==> src/rtl/fetch_sequencer_pkg.sv <==
// -----------------------------------------------------------------------------
// fetch_sequencer_pkg
// Shared definitions for the program-flow controller: opcode encodings, the
// opcode field position inside an instruction word, and the sequencer state
// encoding.
// -----------------------------------------------------------------------------
package fetch_sequencer_pkg;

  // Opcode field: top 4 bits of the 28-bit instruction word.
  localparam int OPC_W     = 4;
  localparam int OPC_HI    = 27;
  localparam int OPC_LO    = 24;
  localparam int PAYLOAD_W = 24;

  // Opcode encodings.
  localparam logic [OPC_W-1:0] OP_NOP   = 4'h0;
  localparam logic [OPC_W-1:0] OP_LDI   = 4'h1;
  localparam logic [OPC_W-1:0] OP_STO   = 4'h2;
  localparam logic [OPC_W-1:0] OP_ADD   = 4'h3;
  localparam logic [OPC_W-1:0] OP_SUB   = 4'h4;
  localparam logic [OPC_W-1:0] OP_IMUL2 = 4'h8;
  localparam logic [OPC_W-1:0] OP_JMP   = 4'hC;
  localparam logic [OPC_W-1:0] OP_BZ    = 4'hD;
  localparam logic [OPC_W-1:0] OP_BNZ   = 4'hE;

  // Sequencer states.
  typedef enum logic [0:0] {
    ST_RUN      = 1'b0,
    ST_MUL_WAIT = 1'b1
  } seq_state_t;

endpackage

==> src/rtl/fetch_sequencer_wait_counter.sv <==
// -----------------------------------------------------------------------------
// wait_counter
// Watchdog counter with clear/enable plus a saturating running total.
//   i_clk   : clock
//   i_rst   : synchronous active-high reset, clears both counts
//   i_clr   : clears the watchdog count (has priority over i_en)
//   i_en    : advances the watchdog count and the total
//   o_tc    : watchdog count is at its last value (TC-1)
//   o_total : saturating count of enabled cycles, cleared only by reset
// -----------------------------------------------------------------------------
module wait_counter #(
  parameter int TC    = 64,
  parameter int TOT_W = 16
) (
  input  logic             i_clk,
  input  logic             i_rst,
  input  logic             i_clr,
  input  logic             i_en,
  output logic             o_tc,
  output logic [TOT_W-1:0] o_total
);

  localparam int CNT_W = (TC > 1) ? $clog2(TC) : 1;
  localparam logic [CNT_W-1:0] TC_LAST = CNT_W'(TC - 1);

  logic [CNT_W-1:0] r_count;
  logic [TOT_W-1:0] r_total;

  always_ff @(posedge i_clk) begin
    if (i_rst) begin
      r_count <= '0;
      r_total <= '0;
    end else begin
      if (i_clr) begin
        r_count <= '0;
      end else if (i_en) begin
        r_count <= r_count + CNT_W'(1);
      end
      // The total is independent of the watchdog clear and sticks at all-ones.
      if (i_en && (r_total != {TOT_W{1'b1}})) begin
        r_total <= r_total + TOT_W'(1);
      end
    end
  end

  assign o_tc    = (r_count == TC_LAST);
  assign o_total = r_total;

endmodule

==> src/rtl/fetch_sequencer.sv <==
// -----------------------------------------------------------------------------
// fetch_sequencer
// Owns the instruction pointer into the combinational instruction ROM and
// registers each fetched word into the issue slot. Stalls issue while the
// multi-cycle multiplier runs IMUL2 (with a watchdog) and redirects fetch on
// taken branches, flushing the word already fetched from the old address.
//   Clock / Reset        : clock, synchronous active-high reset
//   oIP / iInstruction   : ROM address and the ROM word at that address
//   oCurrentInstruction  : issued instruction, oIssueValid=0 marks a bubble
//   iBranchTaken/Target  : taken-branch redirect from the ALU
//   oMulStart / iMulDone : multiplier start pulse and completion
//   oMulTimeout          : sticky flag, watchdog forced a resume
//   oStallCycles         : saturating count of multiplier wait cycles
// -----------------------------------------------------------------------------
module fetch_sequencer
  import fetch_sequencer_pkg::*;
#(
  parameter int ADDR_W      = 16,
  parameter int INSTR_W     = 28,
  parameter int MUL_TIMEOUT = 64
) (
  input  logic               Clock,
  input  logic               Reset,
  output logic [ADDR_W-1:0]  oIP,
  input  logic [INSTR_W-1:0] iInstruction,
  output logic [INSTR_W-1:0] oCurrentInstruction,
  output logic               oIssueValid,
  input  logic               iBranchTaken,
  input  logic [ADDR_W-1:0]  iBranchTarget,
  output logic               oMulStart,
  input  logic               iMulDone,
  output logic               oMulTimeout,
  output logic [15:0]        oStallCycles
);

  localparam logic [INSTR_W-1:0] NOP_WORD = {OP_NOP, {(INSTR_W-OPC_W){1'b0}}};

  seq_state_t         r_state;
  logic [ADDR_W-1:0]  r_ip;
  logic [INSTR_W-1:0] r_instr;
  logic               r_valid;
  logic               r_timeout;

  logic [OPC_W-1:0]   w_opcode;
  logic               w_in_run;
  logic               w_in_wait;
  logic               w_mul_start;
  logic               w_branch;
  logic               w_wd_tc;
  logic               w_wait_exit;
  logic [ADDR_W-1:0]  w_ip_inc;
  logic [15:0]        w_stall_total;

  assign w_opcode  = r_instr[INSTR_W-1 -: OPC_W];
  assign w_in_run  = (r_state == ST_RUN);
  assign w_in_wait = (r_state == ST_MUL_WAIT);
  assign w_ip_inc  = r_ip + ADDR_W'(1);

  // Only a live IMUL2 in RUN starts the multiplier; bubbles never do.
  assign w_mul_start = w_in_run && r_valid && (w_opcode == OP_IMUL2);

  // A branch is honoured only for a live, non-IMUL2 issued instruction.
  assign w_branch = w_in_run && r_valid && (w_opcode != OP_IMUL2) && iBranchTaken;

  // Watchdog terminal count means this is the MUL_TIMEOUT-th wait cycle.
  assign w_wait_exit = w_in_wait && (iMulDone || w_wd_tc);

  wait_counter #(
    .TC    (MUL_TIMEOUT),
    .TOT_W (16)
  ) u_wait_counter (
    .i_clk   (Clock),
    .i_rst   (Reset),
    .i_clr   (w_in_run || w_wait_exit),
    .i_en    (w_in_wait),
    .o_tc    (w_wd_tc),
    .o_total (w_stall_total)
  );

  always_ff @(posedge Clock) begin
    if (Reset) begin
      r_state   <= ST_RUN;
      r_ip      <= '0;
      r_instr   <= NOP_WORD;
      r_valid   <= 1'b0;
      r_timeout <= 1'b0;
    end else begin
      case (r_state)
        ST_RUN: begin
          if (w_mul_start) begin
            // Hold the IP; the word at oIP is fetched again on resume.
            r_state <= ST_MUL_WAIT;
            r_valid <= 1'b0;
          end else if (w_branch) begin
            // Discard the word fetched from the fall-through address.
            r_ip    <= iBranchTarget;
            r_instr <= NOP_WORD;
            r_valid <= 1'b0;
          end else begin
            r_instr <= iInstruction;
            r_valid <= 1'b1;
            r_ip    <= w_ip_inc;
          end
        end
        ST_MUL_WAIT: begin
          if (w_wait_exit) begin
            r_instr <= iInstruction;
            r_valid <= 1'b1;
            r_ip    <= w_ip_inc;
            r_state <= ST_RUN;
            if (!iMulDone) begin
              r_timeout <= 1'b1;
            end
          end
        end
        default: begin
          r_state <= ST_RUN;
          r_valid <= 1'b0;
        end
      endcase
    end
  end

  assign oIP                 = r_ip;
  assign oCurrentInstruction = r_instr;
  assign oIssueValid         = r_valid;
  assign oMulStart           = w_mul_start;
  assign oMulTimeout         = r_timeout;
  assign oStallCycles        = w_stall_total;

endmodule

==> config.mk <==
export PLATFORM = sky130hd
export DESIGN_NAME = fetch_sequencer
export DESIGN_NICKNAME = d
export VERILOG_FILES = /design/src/rtl/fetch_sequencer_pkg.sv /design/src/rtl/fetch_sequencer_wait_counter.sv /design/src/rtl/fetch_sequencer.sv
export SDC_FILE = /design/constraint.sdc
export NUM_CORES = 1
export LEC_CHECK = 0
export BUFFER_PORTS_ARGS = -buffer_cell sky130_fd_sc_hd__buf_2
export CORE_AREA = 2 2 86 88
export CTS_CLUSTER_SIZE = 28
export DETAILED_ROUTE_END_ITERATION = 16
export DIE_AREA = 0 0 88 90
export GPL_TIMING_DRIVEN = 0
export PLACE_DENSITY_LB_ADDON = 0.25
export REMOVE_ABC_BUFFERS = 1
export SYNTH_ARGS = -nofsm -noshare
export SYNTH_HDL_FRONTEND = slang
export SYNTH_SLANG_ARGS = --single-unit
export TNS_END_PERCENT = 20
==> constraint.sdc <==
create_clock -name Clock -period 2 [get_ports Clock]
set_input_delay 0.3 -clock Clock [delete_from_list [all_inputs] [get_ports Clock]]
set_output_delay 0.3 -clock Clock [all_outputs]
set_load 0.05 [all_outputs]
==> out/results.tsv, run 1 <==
metric	value	unit
status	finished clean	
Pins Over Slew Limit	0	
worst slew pin tran	520.6	ps
Min-Delay Path Class	in -> reg	
CTS H-tree depth	3	
PD cells	916.7	nW/µm²
Syn Inst Count	327	
Hold Fails Final Rpt	0	
P_int	2.568	mW
combinational share of power	15.4	%
IO Pins	111	
sequential area share after synthesis	46.25	%
Num CTS Buffers	9	
clock-pin slew on the worst setup and hold paths	80	ps
Final Worst Setup Slack	71.82	ps
largest net degree at the start of global routing	23	
Sink Count	69	
setup TNS	0	ps
arrival time at the worst endpoint	1630	ps
Max IR drop VDD	0.5364	mV
DRT Wirelength	7.604	mm
via/cell ratio	5.253	
P_leak	1.719	nW
Crit path required time	1700	ps
Post-synth EDFFs	0	
crit-path cells	nor4b_4, and2_2, buf_4	
Pre-Repair DR Iteration Count	4	
Netlist cell types	51	
FMAX	518.6	MHz
Post-CTS Hold Fix Bufs	0	
Placer Congestion	0.8633	
FF+latch count, synth	69	
r2r setup slk	80	ps
DIE AREA	7920	µm²
Worst Hold Path EP	oCurrentInstruction[15]	
share of layout cells above drive strength 1	33.18	%
CTS root buf	clkbuf_8	
min cycle time layout	1928	ps
worst path buffer plus inverter count	1	
WHS Path Cells	2	
core area	7020	µm²
Initial Utilization	42.54	%
Setup-failing EPs final	0	
Clock Power Share	42.7	%
Die X-Extent	88	µm
DP Worst Slack	-864.2	ps
first-pass GRT wire length	12.29	mm
Mapped Area	2987	µm²
Critical R2R Capture	oIP[14]	
fill count	674	
initial antenna violation count	0	
# rows	31	
vias in the first global route	2723	
wire per inst	14.27	µm
via count	2800	
Area growth syn-to-layout	31.00	%
final hold slack	157.2	ps
share of power burned in registers	41.8	%
Hold Startpoint	iInstruction[15]	
RSZ-0062 raised after global routing	yes	
port bufs	110	
switch share	28.39	%
commonest non-fill, non-tap cells in the layout	buf_2, dfxtp_1, a21oi_1, a22o_1, nand2_1	
largest fanout on the critical path	5	
ys flop type	dfxtp_1	
R2R cell count	5	
DR iter-0 viols	101	
# Max-Cap Violations	0	
Top delay family on crit path	simple AND/OR/NAND/NOR gates	
clk buf depth	2	
CP Class	reg -> out	
Setup crit start kind	register	
slowest cell on the critical path	nor4b_4	
Crit path largest cell delay	420	ps
most common cell after layout, fill and taps aside	buf_2	
Die Y	90	µm
Fin Clk Skew	9.022	ps
HPWL after detailed placement	4.963	mm
CTS tree	built	
# DRC	0	
sw power	1.018	mW
Skew-Pair Late Insertion Delay	350	ps
synthesized area per cell	9.133	µm²
final net count	480	
n_diodes	0	
total grt overflow	0	
Async SR Flop Fraction	0	%
GRT Total Usage	19.44	%
fin crit share	96.41	%
ANT nets after route	0	
Synth warnings	0	
slew margin rel.	65.21	%
worst r2r src	r_state	
CP Capture Type	primary output	
[routing by layer]
metal,track usage [%],wire [µm],vias up,share of wire (%)
li1,-,-,1408,-
met1,24.28,3468,1296,46
met2,31.19,3547,89,47
met3,5.418,519,7,6.8
met4,7.949,69,0,0.91
met5,0,0,-,0
[cell usage after synthesis, types with 2 or more instances]
library cell / number / area (µm²)
dfxtp_1: 69 / 1381
a21oi_1: 33 / 165.2
a22o_1: 28 / 245.2
nand2_1: 21 / 78.83
nor2_1: 19 / 71.32
inv_1: 13 / 48.80
nor3_1: 12 / 60.06
nand4_1: 11 / 68.82
buf_2: 10 / 50.05
o22ai_1: 10 / 62.56
xor2_1: 10 / 87.58
nand3_1: 9 / 45.04
clkbuf_1: 7 / 26.28
and3_1: 6 / 37.54
and4_1: 5 / 43.79
o21ai_1: 5 / 25.02
and2_1: 4 / 25.02
o21a_1: 4 / 30.03
buf_1: 3 / 11.26
ha_1: 3 / 37.54
nor2b_1: 3 / 18.77
o21ai_0: 3 / 15.01
or3_1: 3 / 18.77
a211o_1: 2 / 17.52
a211oi_1: 2 / 15.01
and4_2: 2 / 20.02
mux2i_1: 2 / 20.02
nand3b_1: 2 / 15.01
o31a_1: 2 / 17.52
o32ai_1: 2 / 17.52
xnor2_1: 2 / 17.52
[flip-flops by register name, summed over array words and instances, names as in the netlist]
name	cells
oCurrentInstruction	28
oIP	16
u_wait_counter.o_total	16
u_wait_counter.r_count	6
oIssueValid	1
oMulTimeout	1
r_state	1
[cells by family after synthesis]
group,synth area share [%]
AOI/OAI and AO/OA,22.08
xor gates and xnor gates,3.519
adders and majority gates,1.257
buffers and inverters,5.195
DFF,46.25
muxes,0.6703
and+or+nand+nor,21.03
[through the flow]
step | power (mW) | util [%] | std cells | instance area, µm²
floorplan | 1.902 | - | 305 | 2880
global placement | 2.058 | 50.63 | 514 | 3555
detailed placement | 2.071 | 50.99 | 515 | 3580
CTS | 3.614 | 55.53 | 533 | 3899
global route | 3.719 | 55.73 | 533 | 3913
finish | 3.586 | 55.73 | 533 | 3913
[layout make-up]
type	instances	area, µm²	area share, %
Clock buffer	9	123.9	3.166
Clock inverter	7	146.4	3.742
Inverter	13	48.80	1.247
Multi-Input combinational cell	225	1516	38.76
Sequential cell	69	1385	35.40
Tap cell	99	123.9	3.166
Timing Repair Buffer	111	568.0	14.52
[power by group through the flow]
stage          Clock [mW]  Sequential (mW)  Combinational, mW
2_1_floorplan           0             1.76              0.144
3_3_place_gp            0             1.53              0.530
3_5_place_dp            0             1.53              0.542
4_1_cts              1.56             1.50              0.555
5_1_grt              1.62             1.51              0.587
6_report             1.53             1.50              0.554
[worst register-to-register path, delay by kind of cell (launching register included)]
family / cells / cell delay (ps)
AND/OR/NAND/NOR: 2 / 700
AO/OA/AOI/OAI: 3 / 690
flip-flops: 1 / 460
[what timing repair did]
item / in CTS / in global routing
setup buffers: 0 / 0
gates resized for setup: 9 / 4
setup endpoints to repair: 46 / 29
pin swaps: 2 / 0
cloned: 2 / 0
[worst max path at each step]
stage                                   start                         to  slack, ps  cells past startpoint
floorplan             oCurrentInstruction[27]                    oIP[12]       -700                      5
global placement                      r_state                    oIP[15]      -1570                      5
detailed placement                    r_state                    oIP[14]       -860                      5
CTS                 u_wait_counter.o_total[0]  u_wait_counter.o_total[9]         20                      6
global route                          r_state                     oIP[7]        -30                      5
finish                oCurrentInstruction[24]                  oMulStart         70                      3
Note: power is estimated with default switching activity, not from simulation.
==> run 2, diff against run 1 <==
--- a/config.mk
+++ b/config.mk
@@ -11,9 +11,8 @@
 export DETAILED_ROUTE_END_ITERATION = 16
 export DIE_AREA = 0 0 88 90
 export GPL_TIMING_DRIVEN = 0
-export PLACE_DENSITY_LB_ADDON = 0.25
+export PLACE_DENSITY = 0.84
 export REMOVE_ABC_BUFFERS = 1
 export SYNTH_ARGS = -nofsm -noshare
 export SYNTH_HDL_FRONTEND = slang
 export SYNTH_SLANG_ARGS = --single-unit
-export TNS_END_PERCENT = 20
==> constraint.sdc (replaced) <==
create_clock -name Clock -period 2 [get_ports Clock]
set_input_delay 0 -clock Clock [delete_from_list [all_inputs] [get_ports Clock]]
set_output_delay 0 -clock Clock [all_outputs]
set_load 0.05 [all_outputs]
==> out/results.tsv, run 2 (synthesis results as in run 1) <==
metric	value	unit	change
CTS H-tree depth	3		unchanged
ANT nets after route	0		unchanged
wire per inst	14.99	µm	was 14.27 µm
Fin Clk Skew	11.84	ps	was 9.022 ps
crit-path cells	nor4b_2, and2_1, buf_2		was nor4b_4, and2_2, buf_4
total grt overflow	0		unchanged
CTS tree	built		unchanged
most common cell after layout, fill and taps aside	buf_2		unchanged
largest fanout on the critical path	5		unchanged
Sink Count	69		unchanged
final net count	523		was 480
Setup crit start kind	register		unchanged
clock-pin slew on the worst setup and hold paths	70	ps	was 80 ps
Placer Congestion	0.8866		was 0.8633
Die X-Extent	88	µm	unchanged
commonest non-fill, non-tap cells in the layout	buf_2, dfxtp_1, dlygate4sd3_1, a21oi_1, a22o_1		was buf_2, dfxtp_1, a21oi_1, a22o_1, nand2_1
core area	7020	µm²	unchanged
CP Capture Type	primary output		unchanged
first-pass GRT wire length	13.62	mm	was 12.29 mm
initial antenna violation count	0		unchanged
setup TNS	0	ps	unchanged
Setup-failing EPs final	0		unchanged
slowest cell on the critical path	nor4b_2		was nor4b_4
area post-placement	3602	µm²	was 3580 µm²
status	finished clean		unchanged
GRT Total Usage	21.60	%	was 19.44%
IO Pins	111		unchanged
via/cell ratio	5.366		was 5.253
port bufs	110		unchanged
area of the multi-input gates	1495	µm²	was 1516 µm²
n_diodes	0		unchanged
fill count	593		was 674
DRT Wirelength	8.636	mm	was 7.604 mm
Finished Cell Area	4308	µm²	was 3913 µm²
slew margin rel.	63.08	%	was 65.21%
Area growth syn-to-layout	44.24	%	was 31.00%
DR iter-0 viols	146		was 101
Crit path required time	2000	ps	was 1700 ps
# rows	31		unchanged
Skew-Pair Late Insertion Delay	340	ps	was 350 ps
via count	3091		was 2800
FMAX	522.6	MHz	was 518.6 MHz
Finished Core Util	61.36	%	was 55.73%
DIE AREA	7920	µm²	unchanged
worst slew pin tran	552.3	ps	was 520.6 ps
largest net degree at the start of global routing	43		was 23
Pins Over Slew Limit	0		unchanged
CTS root buf	clkbuf_8		unchanged
Final Worst Setup Slack	86.66	ps	was 71.82 ps
Hold Fails Final Rpt	0		unchanged
Crit path largest cell delay	550	ps	was 420 ps
share of layout cells above drive strength 1	30.19	%	was 33.18%
max reg flops	28		unchanged
PD cells	814.1	nW/µm²	was 916.7 nW/µm²
Initial Utilization	42.54	%	unchanged
min cycle time layout	1913	ps	was 1928 ps
clk buf depth	2		unchanged
CP Class	reg -> out		unchanged
arrival time at the worst endpoint	1910	ps	was 1630 ps
# Max-Cap Violations	0		unchanged
r2r setup slk	90	ps	was 80 ps
P_leak	1.888	nW	was 1.719 nW
Num CTS Buffers	9		unchanged
HPWL after detailed placement	5.429	mm	was 4.963 mm
fin crit share	95.67	%	was 96.41%
vias in the first global route	2984		was 2723
DP Worst Slack	-759.4	ps	was -864.2 ps
Die Y	90	µm	unchanged
Pre-Repair DR Iteration Count	4		unchanged
register area	1383	µm²	was 1385 µm²
Min-Delay Path Class	in -> reg		unchanged
# DRC	0		unchanged
Max IR drop VDD	0.4192	mV	was 0.5364 mV
## run 2: area by class of cell
class | count | share of cell area, %
Inverter | 13 | 1.133
Multi-Input combinational cell | 224 | 34.71
Timing Repair Buffer | 155 | 23.64
Clock buffer | 10 | 2.963
Sequential cell | 69 | 32.09
Tap cell | 99 | 2.875
Clock inverter | 6 | 2.585
## run 2: path summary, 6_finish.rpt
path                                                start                        end  cells past startpoint
worst min-delay path                             iMulDone                oMulTimeout                      4
worst max-delay path              oCurrentInstruction[24]                  oMulStart                      3
worst min register to register  u_wait_counter.r_count[0]  u_wait_counter.r_count[0]                      1
worst max register to register    oCurrentInstruction[24]                     oIP[2]                      5
## run 2: where the power goes
group	internal [mW]	switching, mW	leakage, nW
Combinational	0.227	0.409	1.21
Sequential	1.44	0.0594	0.565
Clock	0.829	0.540	0.116
Total	2.50	1.01	1.89
## run 2: worst max-delay path: cells and delay by family (launching register included)
family | cells | cell delay (ps)
and+or+nand+nor | 2 | 910
DFF | 1 | 340
buffers and inverters | 1 | 330
## run 2: layer usage
metal	vias up	GRT usage (%)	routed length (µm)
li1	1496	-	-
met1	1444	26.04	3769
met2	132	34.41	4072
met3	19	6.336	625
met4	0	10.90	170
met5	-	0	0
## run 2: stage by stage
stage                     instances  power [mW]  hold WS [ps]
after detailed placement        516       2.083         219.0
after floorplan                 305       1.902         69.07
after CTS                       573       3.507         11.77
after global placement          514       2.054         208.7
final                           576       3.507         23.69
after global routing            576       3.646         19.80
## run 2: repair_timing
action / CTS / global route
setup endpoints to repair: 45 / 13
pin swaps: 0 / 2
gates resized for setup: 4 / 5
hold endpoints to repair: 41 / 0
hold buffers: 41 / 0
buffers inserted: 0 / 2
cloned: 0 / 1
==> run 3, diff against run 2 <==
--- a/config.mk
+++ b/config.mk
@@ -5,11 +5,13 @@
 export SDC_FILE = /design/constraint.sdc
 export NUM_CORES = 1
 export LEC_CHECK = 0
+export ABC_AREA = 1
+export ABC_CLOCK_PERIOD_IN_PS = 2000
 export BUFFER_PORTS_ARGS = -buffer_cell sky130_fd_sc_hd__buf_2
-export CORE_AREA = 2 2 86 88
+export CORE_AREA = 2 2 89 91
 export CTS_CLUSTER_SIZE = 28
 export DETAILED_ROUTE_END_ITERATION = 16
-export DIE_AREA = 0 0 88 90
+export DIE_AREA = 0 0 91 93
 export GPL_TIMING_DRIVEN = 0
 export PLACE_DENSITY = 0.84
 export REMOVE_ABC_BUFFERS = 1
==> out/results.tsv, run 3 <==
metric	value	unit	change
vias in the first global route	3619		was 2984
Skew-Pair Late Insertion Delay	350	ps	was 340 ps
Netlist cell types	31		was 51
DIE AREA	8463	µm²	was 7920 µm²
largest net degree at the start of global routing	38		was 43
IO Pins	111		unchanged
most common cell after layout, fill and taps aside	nand2_1		was buf_2
R2R cell count	6		was 5
via count	3707		was 3091
Min-Delay Path Class	in -> reg		unchanged
via/cell ratio	4.949		was 5.366
non-filler cells, final	749		was 576
worst r2r src	r_state		was oCurrentInstruction[24]
status	finished clean		unchanged
Synth top area share	41.74	%	was 46.25%
CP Capture Type	register		was primary output
min cycle time layout	1849	ps	was 1913 ps
Crit path required time	2290	ps	was 2000 ps
Placer Congestion	0.8443		was 0.8866
Initial Utilization	43.97	%	was 42.54%
# DRC	0		unchanged
share of layout cells above drive strength 1	22.72	%	was 30.19%
Post-synth EDFFs	0		unchanged
fin crit share	92.44	%	was 95.67%
synthesized area per cell	6.659	µm²	was 9.133 µm²
Hold Fails Final Rpt	0		unchanged
Synth warnings	0		unchanged
clk buf depth	2		unchanged
DRT Wirelength	9.647	mm	was 8.636 mm
HPWL after detailed placement	5.970	mm	was 5.429 mm
Setup-failing EPs final	0		unchanged
Finished Cell Area	4622	µm²	was 4308 µm²
core area	7527	µm²	was 7020 µm²
FMAX	540.9	MHz	was 522.6 MHz
register area	1381	µm²	was 1383 µm²
Hold Startpoint	iBranchTarget[1]		was iMulDone
fill count	685		was 593
worst slew pin tran	555.1	ps	was 552.3 ps
first-pass GRT wire length	16.03	mm	was 13.62 mm
Pre-Repair DR Iteration Count	5		was 4
Placed Cells	693		was 516
DP Worst Slack	-252.4	ps	was -759.4 ps
slew margin rel.	62.95	%	was 63.08%
Worst Hold Path EP	oIP[1]		was oMulTimeout
top area cells in the synthesized netlist	dfxtp_1, nand2_1, nand3_1, nor2_1, inv_1		was dfxtp_1, a22o_1, a21oi_1, xor2_1, nand2_1
Syn Inst Count	497		was 327
Max IR drop VDD	0.5454	mV	was 0.4192 mV
Setup crit start kind	register		unchanged
largest fanout on the critical path	35		was 5
Die Y	93	µm	was 90 µm
Mapped Area	3309	µm²	was 2987 µm²
wire per inst	12.88	µm	was 14.99 µm
clock-pin slew on the worst setup and hold paths	80	ps	was 70 ps
n_diodes	0		unchanged
FF+latch count, synth	69		unchanged
DR iter-0 viols	196		was 146
CTS tree	built		unchanged
area of the multi-input gates	1735	µm²	was 1495 µm²
ys flop type	dfxtp_1		unchanged
PD cells	836.4	nW/µm²	was 814.1 nW/µm²
Area growth syn-to-layout	39.66	%	was 44.24%
commonest non-fill, non-tap cells in the layout	nand2_1, buf_2, nor2_1, dfxtp_1, nand3_1		was buf_2, dfxtp_1, dlygate4sd3_1, a21oi_1, a22o_1
RSZ-0062 raised after global routing	yes		
CP Class	reg -> reg		was reg -> out
Async SR Flop Fraction	0	%	unchanged
Final Worst Setup Slack	151.3	ps	was 86.66 ps
initial antenna violation count	0		unchanged
arrival time at the worst endpoint	2140	ps	was 1910 ps
GRT Total Usage	23.06	%	was 21.60%
# rows	32		was 31
Pins Over Slew Limit	0		unchanged
CTS H-tree depth	3		unchanged
r2r setup slk	150	ps	was 90 ps
Critical R2R Capture	oIP[2]		unchanged
max reg flops	28		unchanged
ANT nets after route	0		unchanged
P_leak	2.220	nW	was 1.888 nW
port bufs	110		unchanged
final net count	693		was 523
CTS root buf	clkbuf_8		unchanged
Die X-Extent	91	µm	was 88 µm
Sink Count	69		unchanged
WHS Path Cells	5		was 4
total grt overflow	0		unchanged
Num CTS Buffers	9		unchanged
# Max-Cap Violations	0		unchanged
area post-placement	3923	µm²	was 3602 µm²
most numerous cell in the Yosys netlist	nand2_1		was dfxtp_1
Fin Clk Skew	10.49	ps	was 11.84 ps
post-synth top area cell	dfxtp_1		unchanged
sequential area share after synthesis	41.74	%	was 46.25%
leading post-synthesis cells by instance count	nand2_1, nor2_1, dfxtp_1		was dfxtp_1, a21oi_1, a22o_1
==> run 3: changes by cell type in the layout (fill, tap and decap cells not counted), moves of 10 or more <==
cell     change
a21oi_1     -20
a22o_1      -28
inv_1       +16
nand2_1    +152
nand3_1     +43
nor2_1      +52
nor3_1      -10
o21ai_0     +16
o22ai_1     -10
==> run 3: cell families after synthesis <==
group                      after synthesis  synth area share, %
AOI/OAI and AO/OA                       42                6.692
buffers and inverters                   52                6.692
xor gates and xnor gates                11                2.911
DFF                                     69                41.74
adders and majority gates                3                1.134
and+or+nand+nor                        320                40.83
==> run 3: worst max path at each step <==
stage | end | cells past startpoint | start
after global placement | oIP[2] | 5 | r_state
after CTS | oCurrentInstruction[0] | 7 | u_wait_counter.r_count[0]
final | oIP[2] | 6 | r_state
after detailed placement | oCurrentInstruction[0] | 7 | u_wait_counter.r_count[0]
after floorplan | oIP[4] | 5 | oIssueValid
after global routing | oIP[2] | 6 | r_state
==> run 3: layout make-up <==
type / instances / area share (%)
flip-flops and latches: 69 / 29.89
multi-input cells: 377 / 37.55
inverters: 35 / 2.951
clock inverters: 5 / 2.788
repair buffers: 150 / 20.79
well taps: 102 / 2.761
clock buffers: 11 / 3.276
==> run 3: where the power goes <==
part	leakage, nW	switching [mW]	internal, mW
clock	0.140	0.562	1.03
combinational	1.51	0.523	0.222
sequential	0.566	0.0739	1.46
total	2.22	1.16	2.71
==> run 3: repair_timing <==
action                     in CTS  in global routing
gates cloned                    0                  1
pin swaps                       0                  1
resized for setup               2                  2
hold endpoints to repair       39                  0
hold buffers                   39                  0
setup endpoints to repair      31                 31
setup buffers                   0                  0
==> run 3: worst max-delay path: stages, from the launching register on <==
cell and delay, ps:
dfxtp_1 380, nor2_1 220, nand3_2 470, buf_12 370
o21ai_0 220, nor2_1 60, nor2_1 70
==> run 3: per-layer routing <==
metal	up-vias	wire, µm	track usage (%)
li1	1870	-	-
met1	1673	3898	26.48
met2	147	4769	40.74
met3	17	797	6.285
met4	0	181	9.217
met5	-	0	0
==> run 3: through the flow <==
stage | setup TNS [ps] | hold slack [ps] | utilization (%) | power, mW
floorplan | -20250 | 69.07 | - | 2.026
global placement | -32870 | 214.1 | 51.78 | 2.207
detailed placement | -6028 | 219.0 | 52.11 | 2.224
CTS | 0 | 0.09606 | 61.12 | 3.864
global route | -3.114 | 37.35 | 61.40 | 4.010
finish | 0 | 10.38 | 61.40 | 3.866
